`src/rtl/pipelined_adder.sv`:
```
`default_nettype none
// ============================================================================
// Module   : pipelined_adder
// Purpose  : Parametrised pipelined add/subtract unit. The WIDTH-bit
//            operation is split into STAGES ripple-carry chunks of
//            WIDTH/STAGES bits. Each chunk is one register stage, and the
//            carry passes from stage to stage. The unit provides
//            carry/overflow/zero flags and valid/ready flow control.
// Revision : 1.0 - initial release
// ============================================================================
module pipelined_adder #(
    parameter int WIDTH  = 32,  // must be a multiple of STAGES
    parameter int STAGES = 4    // 1..WIDTH
) (
    input  logic             clk,
    input  logic             rst,
    input  logic             in_valid,
    output logic             in_ready,
    input  logic [WIDTH-1:0] a,
    input  logic [WIDTH-1:0] b,
    input  logic             sub,
    input  logic             cin,
    output logic             out_valid,
    input  logic             out_ready,
    output logic [WIDTH-1:0] sum,
    output logic             carry_out,
    output logic             overflow,
    output logic             zero
);

    localparam int c_cw = WIDTH / STAGES;

    logic w_advance;
    logic r_overflow;
    logic r_zero;

    // The whole pipe moves together. The pipe only stops when a finished
    // result is waiting on the consumer, so bubbles are held as well.
    assign w_advance = ~out_valid | out_ready;
    assign in_ready  = w_advance;

    for (genvar k = 0; k < STAGES; k++) begin : g_stage
        // Operand bits that are still to be added when this stage is entered.
        localparam int c_in_w  = WIDTH - k * c_cw;
        // Result bits that are known once this stage has completed.
        localparam int c_res_w = (k + 1) * c_cw;

        logic [c_in_w-1:0]  w_ua;
        logic [c_in_w-1:0]  w_ub;
        logic               w_cin;
        logic               w_vin;
        logic [c_cw:0]      w_chunk;
        logic [c_res_w-1:0] w_res;
        logic [c_res_w-1:0] r_res;
        logic               r_c;
        logic               r_v;

        if (k == 0) begin : g_entry
            // Subtract is computed as a + ~b + !cin.
            assign w_ua  = a;
            assign w_ub  = sub ? ~b : b;
            assign w_cin = sub ^ cin;
            assign w_vin = in_valid;
            assign w_res = w_chunk[c_cw-1:0];
        end else begin : g_link
            assign w_ua  = g_stage[k-1].g_mid.r_ua;
            assign w_ub  = g_stage[k-1].g_mid.r_ub;
            assign w_cin = g_stage[k-1].r_c;
            assign w_vin = g_stage[k-1].r_v;
            assign w_res = {w_chunk[c_cw-1:0], g_stage[k-1].r_res};
        end

        // The ripple chunk for this stage. The top bit of w_chunk is the
        // carry out of the chunk.
        assign w_chunk = {1'b0, w_ua[c_cw-1:0]} + {1'b0, w_ub[c_cw-1:0]}
                       + {{c_cw{1'b0}}, w_cin};

        if (k < STAGES - 1) begin : g_mid
            logic [c_in_w-c_cw-1:0] r_ua;
            logic [c_in_w-c_cw-1:0] r_ub;

            // Intermediate stage: store partial result, carry and operand bits not yet added.
            always_ff @(posedge clk or posedge rst) begin
                if (rst) begin
                    r_v   <= 1'b0;
                    r_c   <= 1'b0;
                    r_res <= '0;
                    r_ua  <= '0;
                    r_ub  <= '0;
                end else if (w_advance) begin
                    r_v   <= w_vin;
                    r_c   <= w_chunk[c_cw];
                    r_res <= w_res;
                    r_ua  <= w_ua[c_in_w-1:c_cw];
                    r_ub  <= w_ub[c_in_w-1:c_cw];
                end
            end
        end else begin : g_last
            logic w_msb_cin;

            // Recover the carry into the MSB from the MSB sum bit. The MSB sum
            // bit is a ^ b ^ carry-in.
            assign w_msb_cin = w_ua[c_cw-1] ^ w_ub[c_cw-1] ^ w_chunk[c_cw-1];

            // Output stage: bubbles clear the valid bit but keep the last result and flags.
            always_ff @(posedge clk or posedge rst) begin
                if (rst) begin
                    r_v        <= 1'b0;
                    r_c        <= 1'b0;
                    r_res      <= '0;
                    r_overflow <= 1'b0;
                    r_zero     <= 1'b0;
                end else if (w_advance) begin
                    r_v <= w_vin;
                    if (w_vin) begin
                        r_res      <= w_res;
                        r_c        <= w_chunk[c_cw];
                        r_overflow <= w_msb_cin ^ w_chunk[c_cw];
                        r_zero     <= ~|w_res;
                    end
                end
            end
        end
    end

    assign out_valid = g_stage[STAGES-1].r_v;
    assign sum       = g_stage[STAGES-1].r_res;
    assign carry_out = g_stage[STAGES-1].r_c;
    assign overflow  = r_overflow;
    assign zero      = r_zero;

endmodule
`default_nettype wire

```
`config.mk`:
```
export PLATFORM = sky130hd
export DESIGN_NAME = pipelined_adder
export DESIGN_NICKNAME = d
export VERILOG_FILES = /design/src/rtl/pipelined_adder.sv
export SDC_FILE = /design/constraint.sdc
export NUM_CORES = 1
export LEC_CHECK = 0
export ABC_AREA = 1
export CORE_AREA = 3 3 140 142
export CTS_CLUSTER_DIAMETER = 30
export DETAILED_ROUTE_END_ITERATION = 16
export DIE_AREA = 0 0 143 145
export MAX_ROUTING_LAYER = met4
export PLACE_DENSITY = 0.68
export SYNTH_ARGS = -nofsm -noshare
export SYNTH_HDL_FRONTEND = slang
export SYNTH_SLANG_ARGS = --single-unit
```
`constraint.sdc`:
```
create_clock -name clk -period 7.99 [get_ports clk]
set_input_delay 0.799 -clock clk [delete_from_list [all_inputs] [get_ports clk]]
set_output_delay 0.799 -clock clk [all_outputs]
set_load 0.02 [all_outputs]
```
==> flow_metrics.env, run 1 <==
export IMPL_cp_slowest_cell="clkdlybuf4s50_1"
export IMPL_grt_max_degree=113
export IMPL_antenna_found_initial=0
export IMPL_start_util_pct=46.2
export IMPL_synth_area_mm2=0.00859
export IMPL_min_period_ps=3390
export IMPL_dieArea_mm2=0.0207
export IMPL_num_io_pins=107
export IMPL_area_growth_synth_to_final_pct=21.0
export IMPL_cp_end_kind="output pin"
export IMPL_critPathMaxFanout=77
export IMPL_grt_setup_unrepaired="false"
export IMPL_ys_ff_latch=186
export IMPL_clock_sinks=186
export IMPL_worstMarginPinSlew_ps=978
export IMPL_cp_top_family="buffers and inverters"
export IMPL_std_cell_rows=50
export IMPL_synth_nets=1083
export IMPL_crit_type="input port to output pin"
export IMPL_grt_overflow=0
export IMPL_synthCells=977
export IMPL_num_vias=6217
export IMPL_wl_per_cell_um=12.6
export IMPL_drc_errors=0
export IMPL_synthMuxAreaShare_pct=0
export IMPL_syn_area_per_cell_um2=8.79
export IMPL_status="finished clean"
export IMPL_final_antenna_net_count=0
export IMPL_diodes=0
export IMPL_crit_required_ps=7190
export IMPL_yosys_area_share_xor_xnor_pct=4.28
export IMPL_cts_tree="done"
export IMPL_dpl_hpwl_mm=11.5
export IMPL_seq_area_frac_synth_pct=54.2
export IMPL_worstSkewPairLatency_ps=430
export IMPL_io_buffers=106
export IMPL_die_width_um=143
export IMPL_clock_skew_ps=9.88
export IMPL_ys_warn_count=0
export IMPL_drive_gt1_share_pct=3.91
export IMPL_slew_viol_final=0
export IMPL_drt_first_pass_iters=5
export IMPL_synth_simple_area_share_pct=19.0
export IMPL_setup_violations=0
export IMPL_fmax_mhz=295
export IMPL_synth_compound_area_share_pct=10.1
export IMPL_drtIter0Drc=434
export IMPL_max_stage_delay_ps=740
export IMPL_gp_congestion=0.796
export IMPL_clockBufferDepth=2
export IMPL_synth_top_family_by_area="simple AND/OR/NAND/NOR gates"
export IMPL_drv_cap=0
export IMPL_cp_arrival_ps=2600
export IMPL_wl_mm=16.4
export IMPL_final_cells=1309
export IMPL_cts_htree_levels=4
export IMPL_cts_root_buf="clkbuf_16"
export IMPL_cp_cell_sequence="clkdlybuf4s50_1 > inv_1 > nand2_4 > clkdlybuf4s50_1"
export IMPL_grt_pass1_wl_mm=28.4
export IMPL_post_cts_buffers=0
export IMPL_clkTransAtPathRegs_ps=60
export IMPL_cts_resized=0
export IMPL_placed_cells=1277
export IMPL_min_path_type="flip-flop to flip-flop"
export IMPL_synth_distinct_cells=26
export IMPL_path_buf_inv=3
export IMPL_hold_violations=0
export IMPL_cellPowerDensity_mw_per_mm2=393
export IMPL_die_y_um=145
export IMPL_grt_usage_pct=17.2
export IMPL_finalNetCount=1168
export IMPL_tns_ps=0
export IMPL_core_area_mm2=0.0186
export IMPL_peakVddDrop_v=0.000278
export IMPL_max_slew_margin_pct=34.8
export IMPL_cts_buffers=17
export IMPL_hold_buffers=0
export IMPL_synth_fa_ha_area_share_pct=5.94
export IMPL_p_leak_nw=5.04
export IMPL_start_kind="input port"
export IMPL_first_global_vias=5746
export IMPL_avgViaCountPerCell=4.75
export IMPL_cpMostUsedCell="clkdlybuf4s50_1"
export IMPL_finalCritPeriodShare_pct=42.5
export IMPL_fillerInstances=1661
-- cell families (layout without fill, tap and decap cells) --
group,Yosys count,in the layout
compound gates,168,168
simple gates,409,409
xor+xnor,42,42
buf+inv,136,234
fa+ha+maj,36,36
flops,186,186
-- tightest hold or removal path: stages, from the launching register on --
cell and delay [ps]:
dfrtp_1 340, nand2_1 50, nand2_1 50
-- metrics by stage --
step	power [mW]	setup slack, ps	area (µm²)	hold slack, ps	utilization [%]
floorplan	2.72	2130	8590	442	-
global placement	3.17	4520	9760	456	52.5
detailed placement	3.21	4460	9760	460	52.5
CTS	4.12	4540	10400	476	55.9
global route	4.46	4490	10400	485	55.9
finish	4.08	4600	10400	473	55.9
-- layout make-up --
type	instances	area, µm²	share of cell area (%)
multi-input cells	655	3370	32.5
repair buffers	110	1090	10.5
inverters	92	353	3.40
flip-flops and latches	186	4650	44.8
well taps	234	293	2.82
clock buffers	22	464	4.47
clock inverters	10	165	1.59
-- state kept, by name (all words and copies together), names as in the netlist --
register	cells
g_stage.r_v	3
zero	1
g_stage.g_mid.r_ub	48
g_stage.r_res	48
g_stage.r_c	3
out_valid	1
overflow	1
sum	32
carry_out	1
g_stage.g_mid.r_ua	48
-- power breakdown --
group          internal, mW  switching [mW]  total, mW  leakage, nW
combinational         0.647           0.965       1.61         2.49
sequential             1.35           0.227       1.58         2.26
clock                 0.541           0.346      0.888        0.297
-- final timing paths --
path	depth (start not counted)	slack, ps	startpoint	endpoint
worst max register to register	6	5360	out_valid$_DFFE_PP0N_	g_stage[2].r_res[18]$_DFFE_PP0N_
min in group asynchronous	2	900	rst	sum[0]$_DFFE_PP0P_
max in group asynchronous	4	5340	rst	g_stage[2].g_mid.r_ub[0]$_DFFE_PP0N_
worst min register to register	2	470	g_stage[0].g_mid.r_ua[8]$_DFFE_PP0N_	g_stage[0].g_mid.r_ua[8]$_DFFE_PP0N_
worst min-delay path	2	470	g_stage[0].g_mid.r_ua[8]$_DFFE_PP0N_	g_stage[0].g_mid.r_ua[8]$_DFFE_PP0N_
worst max-delay path	4	4600	out_ready	in_ready
-- layer usage --
metal / routed length [µm] / global-route usage [%] / vias to the layer above / part of all wire [%]
met4: 184 / 5.80 / 0 / 1.1
met3: 701 / 3.20 / 11 / 4.3
li1: - / - / 3277 / -
met5: 0 / - / - / 0
met2: 6900 / 22.7 / 108 / 42
met1: 8660 / 26.7 / 2821 / 53
-- synth_stat cells --
cell      instances  share of area (%)
buf_2            24                1.4
nand3_1          23                1.3
xnor2_1          28                2.9
nor2_1           36                1.6
inv_1            92                4.0
nand2_1         328                 14
nand3b_1          4               0.35
clkbuf_1         15               0.66
o21bai_1          1              0.087
nand4_1          11               0.80
xor2_1           14                1.4
o21ai_0         134                7.8
o21ai_1           4               0.23
ha_1             28                4.1
dfrtp_1         186                 54
or2_2             4               0.29
a21oi_1          15               0.87
fa_1              8                1.9
nand2_4           1               0.13
o22ai_1           4               0.29
buf_6             1               0.13
nor3_1            1              0.058
a31oi_1           8               0.58
buf_4             4               0.35
a21o_1            2               0.17
nand2_2           1              0.073
-- placed cells by master (no fill, tap or decap), types with 11 or more instances in the layout --
| cell | n |
|---|---|
| a21oi_1 | 15 |
| clkbuf_16 | 17 |
| clkdlybuf4s50_1 | 105 |
| dfrtp_1 | 186 |
| ha_1 | 28 |
| inv_1 | 90 |
| nand2_1 | 328 |
| nand3_1 | 23 |
| nand4_1 | 11 |
| nor2_1 | 36 |
| o21ai_0 | 134 |
| xnor2_1 | 28 |
| xor2_1 | 14 |
No activity file was read; power rests on OpenSTA's default activity.
==> run 2: changes to the inputs <==
PLACE_DENSITY = 0.71   (was 0.68)
clock period = 2.7 ns   (was 7.99 ns; I/O delays follow)
==> run 2 against run 1 <==
- routed wire length grew 3.3%
- largest power group unchanged
- die area is the same
- worst hold slack lost 250 ps
==> flow_metrics.env, run 2 (synthesized netlist as in run 1, its figures left out) <==
export IMPL_drtIter0Drc=507
export IMPL_num_vias=6275
export IMPL_p_clk_share_pct=20.7
export IMPL_final_cell_mix="nand2_1 (328), dfrtp_1 (186), o21ai_0 (134)"
export IMPL_antenna_found_initial=0
export IMPL_min_period_ps=2220
export IMPL_drv_cap=0
export IMPL_swShare_pct=38.6
export IMPL_hold_buffers=0
export IMPL_num_io_pins=107
export IMPL_dieArea_mm2=0.0207
export IMPL_drt_first_pass_iters=5
export IMPL_max_stage_delay_ps=480
export IMPL_wl_per_cell_um=12.9
export IMPL_status="finished clean"
export IMPL_worstSkewPairLatency_ps=430
export IMPL_switching_power_mw=4.65
export IMPL_first_global_vias=6075
export IMPL_finalCritPeriodShare_pct=82.1
export IMPL_post_cts_buffers=0
export IMPL_layout_commonest_cell="nand2_1"
export IMPL_cts_resized=0
export IMPL_area_growth_synth_to_final_pct=21.8
export IMPL_crit_type="flip-flop to flip-flop"
export IMPL_finalNetCount=1174
export IMPL_cellPowerDensity_mw_per_mm2=1150
export IMPL_critPathMaxFanout=3
export IMPL_clock_skew_ps=7.17
export IMPL_grt_pass1_wl_mm=29.3
export IMPL_crit_required_ps=3070
export IMPL_final_antenna_net_count=0
export IMPL_start_util_pct=46.2
export IMPL_peakVddDrop_v=0.000611
export IMPL_io_buffers=106
export IMPL_diodes=0
export IMPL_setup_violations=0
export IMPL_cp_arrival_ps=2590
export IMPL_gp_congestion=0.866
export IMPL_cpMostUsedCell="nor2_1"
export IMPL_start_kind="flip-flop"
export IMPL_p_leak_nw=5.08
export IMPL_stdcell_area_mm2=0.0105
export IMPL_grt_setup_unrepaired="false"
export IMPL_avgViaCountPerCell=4.77
export IMPL_cts_tree="done"
export IMPL_die_y_um=145
export IMPL_drive_gt1_share_pct=4.63
export IMPL_sequentialPowerShare_pct=38.8
export IMPL_grt_usage_pct=17.8
export IMPL_grt_overflow=0
export IMPL_slew_viol_final=0
export IMPL_cts_htree_levels=4
export IMPL_std_cell_rows=50
export IMPL_dpl_cell_area_mm2=0.00987
export IMPL_cts_buffers=17
export IMPL_max_slew_margin_pct=56.0
export IMPL_cp_cell_sequence="fa_1 > fa_1 > or2_2 > nor2_1 > nand2_1 > nor2_1 > nand3_1 > nor2_1 > nand3_1 > nand2_1"
export IMPL_p_comb_share_pct=40.5
export IMPL_die_width_um=143
export IMPL_worstMarginPinSlew_ps=660
export IMPL_cp_end_kind="flip-flop"
export IMPL_tns_ps=0
export IMPL_clock_sinks=186
export IMPL_clockBufferDepth=2
export IMPL_drc_errors=0
export IMPL_reg_top3="g_stage.g_mid.r_ua x48, g_stage.g_mid.r_ub x48, g_stage.r_res x48"
export IMPL_dpl_hpwl_mm=12.1
export IMPL_cts_root_buf="clkbuf_16"
export IMPL_min_path_type="input port to asynchronous set/reset pin"
export IMPL_wl_mm=17.0
export IMPL_core_area_mm2=0.0186
export IMPL_hold_violations=0
export IMPL_fmax_mhz=451
export IMPL_grt_max_degree=75
export IMPL_clkTransAtPathRegs_ps=70
export IMPL_cp_slowest_cell="fa_1"
export IMPL_internal_power_mw=7.38
-- run 2: changes by cell type in the layout (fill, tap and decap cells not counted), sizes merged --
cell and delta:
clkinvlp -1, buf +6, bufinv -2, clkbuf -2
clkinv +5
-- run 2: worst max-delay path: cells and delay by family, from the launching register on --
| family | cells | cell delay [ps] |
|---|---|---|
| DFF | 1 | 400 |
| adders and majority gates | 2 | 930 |
| and+or+nand+nor | 8 | 830 |
-- run 2: worst paths after layout --
path | slack (ps) | endpoint | startpoint | cells past startpoint
min in group clk | 370 | g_stage[0].g_mid.r_ua[3]$_DFFE_PP0N_ | a[11] | 3
hold / removal | 220 | sum[0]$_DFFE_PP0P_ | rst | 2
setup / recovery | 480 | zero$_DFFE_PP0P_ | g_stage[2].r_c$_DFFE_PP0N_ | 10
setup reg to reg | 480 | zero$_DFFE_PP0P_ | g_stage[2].r_c$_DFFE_PP0N_ | 10
hold reg to reg | 470 | g_stage[1].r_res[7]$_DFFE_PP0N_ | g_stage[0].r_res[7]$_DFFE_PP0N_ | 2
max in group asynchronous | 1770 | g_stage[2].g_mid.r_ua[5]$_DFFE_PP0N_ | rst | 3
-- run 2: layout make-up --
class / count / area (µm²)
Clock buffer: 20 / 457
Fill cell: 1671 / 8120
Clock inverter: 12 / 139
Inverter: 92 / 352
Tap cell: 234 / 293
Sequential cell: 186 / 4650
Timing Repair Buffer: 116 / 1190
Multi-Input combinational cell: 655 / 3370
-- run 2: metal layers --
metal  wire, µm  track usage, %
met5          0               -
met4        256            5.66
met3        630            3.03
met2       7220            24.6
met1       8870            26.8
-- run 2: metrics by stage --
| stage | std cells | setup slack (ps) | hold slack (ps) | util (%) | total power [mW] |
|---|---|---|---|---|---|
| 4_1_cts | 1315 | 459 | 212 | 56.3 | 12.1 |
| 3_5_place_dp | 1283 | 393 | 457 | 53.1 | 9.58 |
| 3_3_place_gp | 1283 | 428 | 455 | 53.1 | 9.42 |
| 6_report | 1315 | 483 | 218 | 56.3 | 12.0 |
| 5_1_grt | 1315 | 385 | 254 | 56.3 | 13.1 |
| 2_1_floorplan | 977 | 37.5 | 387 | - | 8.05 |
-- run 2: power groups by stage --
stage               clock (mW)  combinational (mW)  sequential, mW
floorplan                    0                3.22            4.83
global placement             0                4.75            4.67
detailed placement           0                4.86            4.72
CTS                       2.54                4.91            4.68
global route              2.65                5.60            4.82
finish                    2.49                4.87            4.67
